### config.mk
export PLATFORM = sky130hd
export DESIGN_NAME = wb_result_unit
export DESIGN_NICKNAME = d
export VERILOG_FILES = /design/src/rtl/wb_result_unit.sv
export SDC_FILE = /design/constraint.sdc
export NUM_CORES = 1
export LEC_CHECK = 0
export BUFFER_PORTS_ARGS = -buffer_cell sky130_fd_sc_hd__buf_2
export CAP_MARGIN = 0
export CORE_AREA = 2 2 83 117
export DETAILED_ROUTE_END_ITERATION = 12
export DIE_AREA = 0 0 85 119
export GPL_ROUTABILITY_DRIVEN = 0
export GPL_TIMING_DRIVEN = 0
export PLACE_DENSITY = 0.77
export REMOVE_ABC_BUFFERS = 1
export SLEW_MARGIN = 20
export SYNTH_ARGS = -nofsm -noshare
export SYNTH_HDL_FRONTEND = slang
export SYNTH_SLANG_ARGS = --single-unit
### constraint.sdc
create_clock -name clk -period 1.8 [get_ports clk]
set_clock_uncertainty 0.1 [all_clocks]
set_input_delay 0.18 -clock clk [delete_from_list [all_inputs] [get_ports clk]]
set_output_delay 0.18 -clock clk [all_outputs]
set_load 0.1 [all_outputs]
### src/rtl/wb_result_unit.sv
// wb_result_unit: registered write-back source select with load wait/extend and valid/ready output
module wb_result_unit #(
    parameter int XLEN = 32,
    parameter int NSRC = 4,
    parameter int SELW = $clog2(NSRC)
) (
    input  logic                 clk,
    input  logic                 reset,
    input  logic                 in_valid,
    output logic                 in_ready,
    input  logic [SELW-1:0]      in_src_sel,
    input  logic [NSRC*XLEN-1:0] in_srcs,
    input  logic [2:0]           in_funct3,
    input  logic [1:0]           in_byte_off,
    input  logic [4:0]           in_rd,
    input  logic                 in_reg_write,
    input  logic                 mem_rvalid,
    input  logic [XLEN-1:0]      mem_rdata,
    output logic                 wb_valid,
    input  logic                 wb_ready,
    output logic                 wb_we,
    output logic [4:0]           wb_rd,
    output logic [XLEN-1:0]      wb_data
);
    typedef enum logic [1:0] {IDLE, WAIT_MEM, OUT} state_t;
    state_t state;
    logic [2:0] funct3;
    logic [1:0] byte_off;
    logic accept, is_load;
    logic [XLEN-1:0] src_val, shifted, load_val;

    assign in_ready = state == IDLE || (state == OUT && wb_ready);
    assign accept = in_valid && in_ready;
    assign is_load = in_src_sel == SELW'(1);
    assign shifted = mem_rdata >> {byte_off, 3'b000};

    always_comb begin
        src_val = '0;
        for (int k = 0; k < NSRC; k++)
            if (int'(in_src_sel) == k) src_val = in_srcs[k*XLEN +: XLEN];
    end

    // sized casts of signed slices sign-extend; unsigned slices zero-extend
    always_comb
        load_val = funct3 == 3'b000 ? XLEN'($signed(shifted[7:0])) :
                   funct3 == 3'b001 ? XLEN'($signed(shifted[15:0])) :
                   funct3 == 3'b010 ? XLEN'($signed(shifted[31:0])) :
                   funct3 == 3'b100 ? XLEN'(shifted[7:0]) :
                   funct3 == 3'b101 ? XLEN'(shifted[15:0]) :
                   funct3 == 3'b110 ? XLEN'(shifted[31:0]) : mem_rdata;

    always_ff @(posedge clk or posedge reset) begin
        if (reset) begin
            state    <= IDLE;
            wb_valid <= 1'b0;
            wb_we    <= 1'b0;
            wb_rd    <= '0;
            wb_data  <= '0;
            funct3   <= '0;
            byte_off <= '0;
        end else if (accept) begin
            wb_rd <= in_rd;
            wb_we <= in_reg_write && in_rd != 5'd0;
            if (is_load) begin
                funct3   <= in_funct3;
                byte_off <= in_byte_off;
                state    <= WAIT_MEM;
                wb_valid <= 1'b0;
            end else begin
                wb_data  <= src_val;
                state    <= OUT;
                wb_valid <= 1'b1;
            end
        end else if (state == WAIT_MEM && mem_rvalid) begin
            wb_data  <= load_val;
            state    <= OUT;
            wb_valid <= 1'b1;
        end else if (state == OUT && wb_ready) begin
            state    <= IDLE;
            wb_valid <= 1'b0;
        end
    end
endmodule

==> results_dict.tcl, run 1 <==
set metrics [dict create \
    hold_slack_ns 0.000390 \
    clock_tree_from_tritoncts "yes" \
    setup_slack_ns -0.0966 \
    cts_root_buf "sky130_fd_sc_hd__clkbuf_16" \
    synthDominantAreaCellType "sky130_fd_sc_hd__dfrtp_1" \
    synth_ff_type "sky130_fd_sc_hd__dfrtp_1" \
    r2r-end "wb_data[15]" \
    global_router_s_overall_resource_usage_pct 26.6 \
    buffer_ports.inserted 207 \
    drive_gt1_share_pct 54.7 \
    grt_pass1_wl_um 21900 \
    worst-r2r-cell-count 5 \
    worst_path_largest_cell_delay_ns 0.53 \
    synth_top_cells_by_area "sky130_fd_sc_hd__dfrtp_1, sky130_fd_sc_hd__mux2_2, sky130_fd_sc_hd__o221ai_1, sky130_fd_sc_hd__nand2b_1, sky130_fd_sc_hd__a221oi_1" \
    die_area_um2 10100 \
    synth_sequential_area_ratio_pct 31.5 \
    ir_drop_mv 1.64 \
    arrival_time_at_the_worst_endpoint_ns 1.95 \
    yosys_warnings 0 \
    clkTransAtPathRegs_ns 0.06 \
    r2r_slack_ns -0.1 \
    run_status "finished, violations left" \
    worst_path_fanout_max 7 \
    syn_avg_cell_area_um2 8.97 \
    static-leakage-power_nw 2.49 \
    crit_slowest_cell "sky130_fd_sc_hd__dfrtp_4" \
    max_clock_freq_ghz 0.527 \
    timing.critical_path.buf_inv 2 \
    drt-vias-per-instance 5.89 \
    slew_headroom_pct 64.4 \
    die_w_um 85 \
    synth.ff_latch_count 45 \
    timing_hold_violations_final 0 \
    maxCapViolations 0 \
    core_um2 9200 \
    pin_count_of_the_biggest_net_entering_global_routing 57 \
    clock_tree.htree_level_count 2 \
    ys_async_sr_fraction_pct 100 \
    layout_min_cycle_time_ns 1.90 \
    routed_wire_length_per_instance_um 19.3 \
    fraction_of_post_synthesis_cell_area_in_the_top_cell_type_by_area_pct 31.5 \
    clockBufferDepth 2 \
    detail-route-antenna-nets 0 \
    routed-via-count 4406 \
    fin_nets 815 \
    worstSetupStartpointType "register" \
    dpl.hpwl_um 9920 \
    critical_path.top_delay_family "flip-flops" \
    setup.worst_path.start "funct3[0]" \
    timing.final.setup_violations 19 \
    path_cells "clkbuf_4, inv_1, mux2_2, a21oi_1, a211oi_2" \
    worst_slew_pin_slew_ns 0.533 \
    drtPass1Iterations 6 \
    cp_num_cells 5 \
    crit_required_ns 1.86 \
    antenna_found_initial 0 \
    ioPinCount 218 \
    post_synth_inst_count 398 \
    final.period_utilization_pct 105 \
    insertion_delay_of_the_later_clocked_pin_in_the_worst_skew_pair_ns 0.29 \
    die-height_um 119 \
    rsz0062_at_grt "true" \
    first_global_vias 4361 \
    detailedRoute.firstIterationViolations 294 \
    failed_checks "negative setup slack" \
    floorplan.initialDensity_pct 38.8 \
    critPathCapture "wb_data[15]" \
    drt_wl_total_um 14500 \
    yosys.cell_types.count 47 \
    reg2reg_start "funct3[0]" \
    post_synth_edffs 0 \
    report.power.total_w 0.0111 \
    clock_sink_count 45 \
    cp-end-kind "register" \
    p_per_area_nw_per_um2 1990 \
    mappedNetlistArea_um2 3570 \
    cts_buffers 5 \
    postLayoutCoreUtil_pct 60.5 \
    antenna_cells_inserted 0 \
    fillers 789 \
    worst_hold_path_type "in2reg" \
    post-route-drc-count 0 \
    synthToLayoutAreaGrowth_pct 55.8 \
    timing_max_transition_violations_final 0 \
    grt-ovfl-total 0 \
    row_count 42 \
    setup.worst_path.class "reg2reg" \
    dpl_worst_slack_ns -1.08 \
]
[what timing repair did]
item	in CTS	in global routing
resized for setup	37	27
setup endpoints to repair	38	30
cloned	1	1
pin swaps	18	7
hold endpoints to repair	27	0
buffers inserted	25	19
hold buffers	7	0
[final cells by class]
class | instances | area (um^2) | share of cell area (%)
clock inverters | 1 | 30.0 | 0.540
multi-input cells | 315 | 2510 | 45.2
inverters | 7 | 33.8 | 0.607
repair buffers | 263 | 1570 | 28.2
clock buffers | 7 | 143 | 2.56
flip-flops and latches | 45 | 1140 | 20.4
well taps | 110 | 138 | 2.47
[worst register-to-register path, stage by stage (launching register included)]
cell and delay, ns:
sky130_fd_sc_hd__dfrtp_4 0.53, sky130_fd_sc_hd__clkbuf_4 0.19, sky130_fd_sc_hd__inv_1 0.22, sky130_fd_sc_hd__mux2_2 0.39
sky130_fd_sc_hd__a21oi_1 0.23, sky130_fd_sc_hd__a211oi_2 0.11
[per-layer routing]
layer  vias up  share of wire [%]  global-route usage [%]
met1      2069                 35                    29.3
met4         0                5.4                    10.0
li1       2014                  -                       -
met5         -                  0                       0
met3        62                7.0                    5.20
met2       261                 52                    49.4
[cells by family after synthesis]
logic type             count (synthesis)  synth area share (%)
AOI/OAI and AO/OA                    154                  33.0
and+or+nand+nor                      122                  17.7
DFF                                   45                  31.5
buffers and inverters                 40                  5.08
muxes                                 37                  12.6
[power by group]
group          switching (W)  internal, W
logic                0.00572      0.00239
registers           0.000370      0.00152
clock network       0.000384     0.000694
total                0.00647      0.00461
[worst min path at each step]
| stage | from | end | depth (start not counted) |
|---|---|---|---|
| floorplan | in_rd[0] | wb_rd[0] | 2 |
| global placement | in_rd[1] | wb_rd[1] | 3 |
| detailed placement | reset | wb_rd[0] | 2 |
| CTS | in_byte_off[1] | byte_off[1] | 3 |
| global route | in_funct3[2] | funct3[2] | 2 |
| finish | in_byte_off[1] | byte_off[1] | 3 |
[sequential cells by signal, indices dropped and copies added, names as in the netlist]
register	cells
wb_data	32
wb_rd	5
funct3	3
byte_off	2
state	1
wb_valid	1
wb_we	1
[Yosys cell counts (2+ instances only)]
master / instances
sky130_fd_sc_hd__o21bai_1: 3
sky130_fd_sc_hd__nor2b_1: 13
sky130_fd_sc_hd__a211oi_1: 3
sky130_fd_sc_hd__a22o_1: 2
sky130_fd_sc_hd__o21a_1: 4
sky130_fd_sc_hd__mux2_2: 23
sky130_fd_sc_hd__o21ai_1: 2
sky130_fd_sc_hd__or2_2: 2
sky130_fd_sc_hd__dfrtp_1: 45
sky130_fd_sc_hd__buf_2: 16
sky130_fd_sc_hd__nand2_1: 34
sky130_fd_sc_hd__nand2b_1: 25
sky130_fd_sc_hd__o221ai_1: 22
sky130_fd_sc_hd__o2bb2ai_1: 7
sky130_fd_sc_hd__mux4_2: 4
sky130_fd_sc_hd__nor3_1: 10
sky130_fd_sc_hd__a211o_1: 3
sky130_fd_sc_hd__mux2i_1: 9
sky130_fd_sc_hd__o22a_1: 8
sky130_fd_sc_hd__a221oi_1: 16
sky130_fd_sc_hd__nor2_1: 28
sky130_fd_sc_hd__and2_1: 2
sky130_fd_sc_hd__o22ai_1: 19
sky130_fd_sc_hd__clkbuf_1: 14
sky130_fd_sc_hd__inv_1: 7
sky130_fd_sc_hd__o21ai_0: 28
sky130_fd_sc_hd__a31oi_1: 4
sky130_fd_sc_hd__a21oi_1: 17
sky130_fd_sc_hd__a22oi_1: 2
sky130_fd_sc_hd__a221oi_2: 9
[layout by cell type, fill, tap and decap left out, types with 3 or more instances in the layout]
cell / synthesis / layout
sky130_fd_sc_hd__a211o_1: 3 / 3
sky130_fd_sc_hd__a21oi_1: 17 / 17
sky130_fd_sc_hd__a221oi_1: 16 / 10
sky130_fd_sc_hd__a221oi_2: 9 / 12
sky130_fd_sc_hd__a221oi_4: 0 / 3
sky130_fd_sc_hd__a31oi_1: 4 / 3
sky130_fd_sc_hd__buf_2: 16 / 204
sky130_fd_sc_hd__buf_4: 1 / 41
sky130_fd_sc_hd__buf_6: 1 / 3
sky130_fd_sc_hd__buf_8: 0 / 4
sky130_fd_sc_hd__clkbuf_16: 0 / 5
sky130_fd_sc_hd__dfrtp_1: 45 / 40
sky130_fd_sc_hd__dfrtp_2: 0 / 3
sky130_fd_sc_hd__dlygate4sd3_1: 0 / 7
sky130_fd_sc_hd__inv_1: 7 / 4
sky130_fd_sc_hd__mux2_2: 23 / 23
sky130_fd_sc_hd__mux2i_1: 9 / 8
sky130_fd_sc_hd__mux4_2: 4 / 4
sky130_fd_sc_hd__nand2_1: 34 / 32
sky130_fd_sc_hd__nand2b_1: 25 / 23
sky130_fd_sc_hd__nor2_1: 28 / 18
sky130_fd_sc_hd__nor2_2: 0 / 5
sky130_fd_sc_hd__nor2_4: 1 / 6
sky130_fd_sc_hd__nor2b_1: 13 / 12
sky130_fd_sc_hd__nor3_1: 10 / 10
sky130_fd_sc_hd__o21a_1: 4 / 3
sky130_fd_sc_hd__o21ai_0: 28 / 28
sky130_fd_sc_hd__o221ai_1: 22 / 22
sky130_fd_sc_hd__o22a_1: 8 / 8
sky130_fd_sc_hd__o22ai_1: 19 / 19
sky130_fd_sc_hd__o2bb2ai_1: 7 / 7
sky130_fd_sc_hd__or2_2: 2 / 4
[through the flow]
step	area, um^2	std cells	TNS [ns]
finish	5560	748	-1.03
global route	5560	748	-2.04
CTS	5280	728	-0.483
detailed placement	4680	687	-28.86
global placement	4590	682	-41.67
floorplan	3410	365	-34.23
No activity file was read; power rests on OpenSTA's default activity.
==> run 2, diff against run 1 <==
--- a/config.mk
+++ b/config.mk
@@ -13,6 +13,7 @@
 export GPL_ROUTABILITY_DRIVEN = 0
 export GPL_TIMING_DRIVEN = 0
 export PLACE_DENSITY = 0.77
+export RECOVER_POWER = 50
 export REMOVE_ABC_BUFFERS = 1
 export SLEW_MARGIN = 20
 export SYNTH_ARGS = -nofsm -noshare
==> constraint.sdc (replaced) <==
create_clock -name clk -period 1.7 [get_ports clk]
set_clock_uncertainty 0.1 [all_clocks]
set_input_delay 0.17 -clock clk [delete_from_list [all_inputs] [get_ports clk]]
set_output_delay 0.17 -clock clk [all_outputs]
set_load 0.1 [all_outputs]
==> results_dict.tcl, run 2 (synthesis results as in run 1) <==
set metrics [dict create \
    run_status "finished, violations left" \
    failed_checks "negative setup slack" \
    worstSetupStartpointType "register" \
    biggestRegsByFlops "wb_data (32), wb_rd (5), funct3 (3)" \
    row_count 42 \
    clock_tree.htree_level_count 2 \
    routed-via-count 4419 \
    setup.worst_path.start "funct3[0]" \
    post-route-drc-count 0 \
    arrival_time_at_the_worst_endpoint_ns 1.95 \
    floorplan.initialDensity_pct 38.8 \
    grt_pass1_wl_um 23100 \
    layout.cells.most_common "sky130_fd_sc_hd__buf_2" \
    p_per_area_nw_per_um2 2110 \
    clkTransAtPathRegs_ns 0.06 \
    cts_root_buf "sky130_fd_sc_hd__clkbuf_16" \
    numPlacedInstances 687 \
    drt-vias-per-instance 5.85 \
    worst_slew_pin_slew_ns 0.874 \
    clock_tree_from_tritoncts "yes" \
    grt-ovfl-total 0 \
    setup.worst_path.class "reg2reg" \
    drtPass1Iterations 5 \
    top_register "wb_data" \
    cts_buffers 5 \
    setup_slack_ns -0.170 \
    timing_hold_violations_final 0 \
    core_um2 9200 \
    maxCapViolations 0 \
    clock_sink_count 45 \
    dpl.hpwl_um 9920 \
    first_global_vias 4524 \
    drt_wl_total_um 14700 \
    global_router_s_overall_resource_usage_pct 28.3 \
    largest_register_ff_count 32 \
    dpl_worst_slack_ns -1.17 \
    worst_path_fanout_max 8 \
    die_w_um 85 \
    drive_gt1_share_pct 57.9 \
    die-height_um 119 \
    fin_nets 821 \
    pin_count_of_the_biggest_net_entering_global_routing 57 \
    static-leakage-power_nw 2.55 \
    buffer_ports.inserted 207 \
    die_area_um2 10100 \
    layoutNonFillerInstCount 756 \
    rsz0062_at_grt "true" \
    routed_wire_length_per_instance_um 19.5 \
    ioPinCount 218 \
    antenna_found_initial 2 \
    max_clock_freq_ghz 0.535 \
    worst_hold_path_type "in2reg" \
    cp-end-kind "register" \
    final.period_utilization_pct 110 \
    clockBufferDepth 2 \
    slew_headroom_pct 41.7 \
    most_frequent_cells_in_the_layout "sky130_fd_sc_hd__buf_2, sky130_fd_sc_hd__buf_4, sky130_fd_sc_hd__dfrtp_1" \
    detailedRoute.firstIterationViolations 392 \
    timing.final.setup_violations 33 \
    insertion_delay_of_the_later_clocked_pin_in_the_worst_skew_pair_ns 0.29 \
    synthToLayoutAreaGrowth_pct 60.1 \
    layout_min_cycle_time_ns 1.87 \
    crit_required_ns 1.78 \
    detail-route-antenna-nets 0 \
    reg2reg_start "funct3[0]" \
    ir_drop_mv 1.80 \
    timing_max_transition_violations_final 0 \
    hold_path_startpoint "in_rd[2]" \
]
## run 2: changes by cell type in the layout (fill, tap and decap cells not counted), sizes merged
cell         previous run  this run
buf                   255       257
clkbuf                  8         9
diode                   0         2
dlygate4sd3             7        10
## run 2: per-layer routing
layer / vias to the layer above / global-route usage [%] / wire, um
met5: - / 0 / 0
met4: 0 / 15.0 / 810
met3: 62 / 5.96 / 1060
met2: 233 / 50.0 / 7670
met1: 2094 / 31.1 / 5180
li1: 2030 / - / -
## run 2: stage by stage
stage	setup TNS [ns]	hold slack [ns]	cell area, um^2	power, W	utilization, %
6_report	-2.89	0.00318	5710	0.0121	62.1
3_5_place_dp	-32.52	0.145	4680	0.00909	50.9
5_1_grt	-6.22	0.0160	5710	0.0125	62.1
4_1_cts	-2.03	0.00120	5580	0.0115	60.6
3_3_place_gp	-49.39	0.277	4590	0.00886	49.9
2_1_floorplan	-38.82	0.175	3410	0.00752	-
## run 2: where the power goes
part	total, W	switching (W)	internal [W]
logic	0.00890	0.00620	0.00270
clock network	0.00114	0.000407	0.000735
registers	0.00203	0.000419	0.00161
## run 2: critical path, stage by stage (launching register included)
cell	delay (ns)
sky130_fd_sc_hd__dfrtp_4	0.52
sky130_fd_sc_hd__buf_4	0.20
sky130_fd_sc_hd__o31a_4	0.40
sky130_fd_sc_hd__a221oi_2	0.31
sky130_fd_sc_hd__nor2_2	0.07
sky130_fd_sc_hd__o22a_1	0.16
## run 2: area by class of cell
cell class | instances | area, um^2
antenna | 2 | 5.00
clock buffer | 7 | 143
clock inverter | 1 | 30.0
fill | 761 | 3480
inverter | 7 | 33.8
multi-input combinational | 315 | 2590
sequential | 45 | 1140
tap | 110 | 138
timing repair buffer | 269 | 1640
## run 2: path summary, 6_finish.rpt
path	depth (start not counted)	endpoint	slack, ns
worst max-delay path	5	wb_data[17]	-0.17
worst min-delay path	3	wb_rd[2]	0.003
worst max register to register	5	wb_data[17]	-0.17
worst min register to register	2	wb_rd[0]	0.38
max in group asynchronous	4	wb_data[24]	0.12
min in group asynchronous	3	wb_rd[0]	0.53
## run 2: repair_timing
| action | in CTS | in global routing |
|---|---|---|
| setup buffers | 41 | 6 |
| gates resized for setup | 65 | 41 |
| hold buffers | 10 | 0 |
| gates cloned | 3 | 0 |
| setup endpoints to repair | 41 | 33 |
| endpoints found under the hold margin | 30 | 0 |
| pin swaps | 22 | 18 |
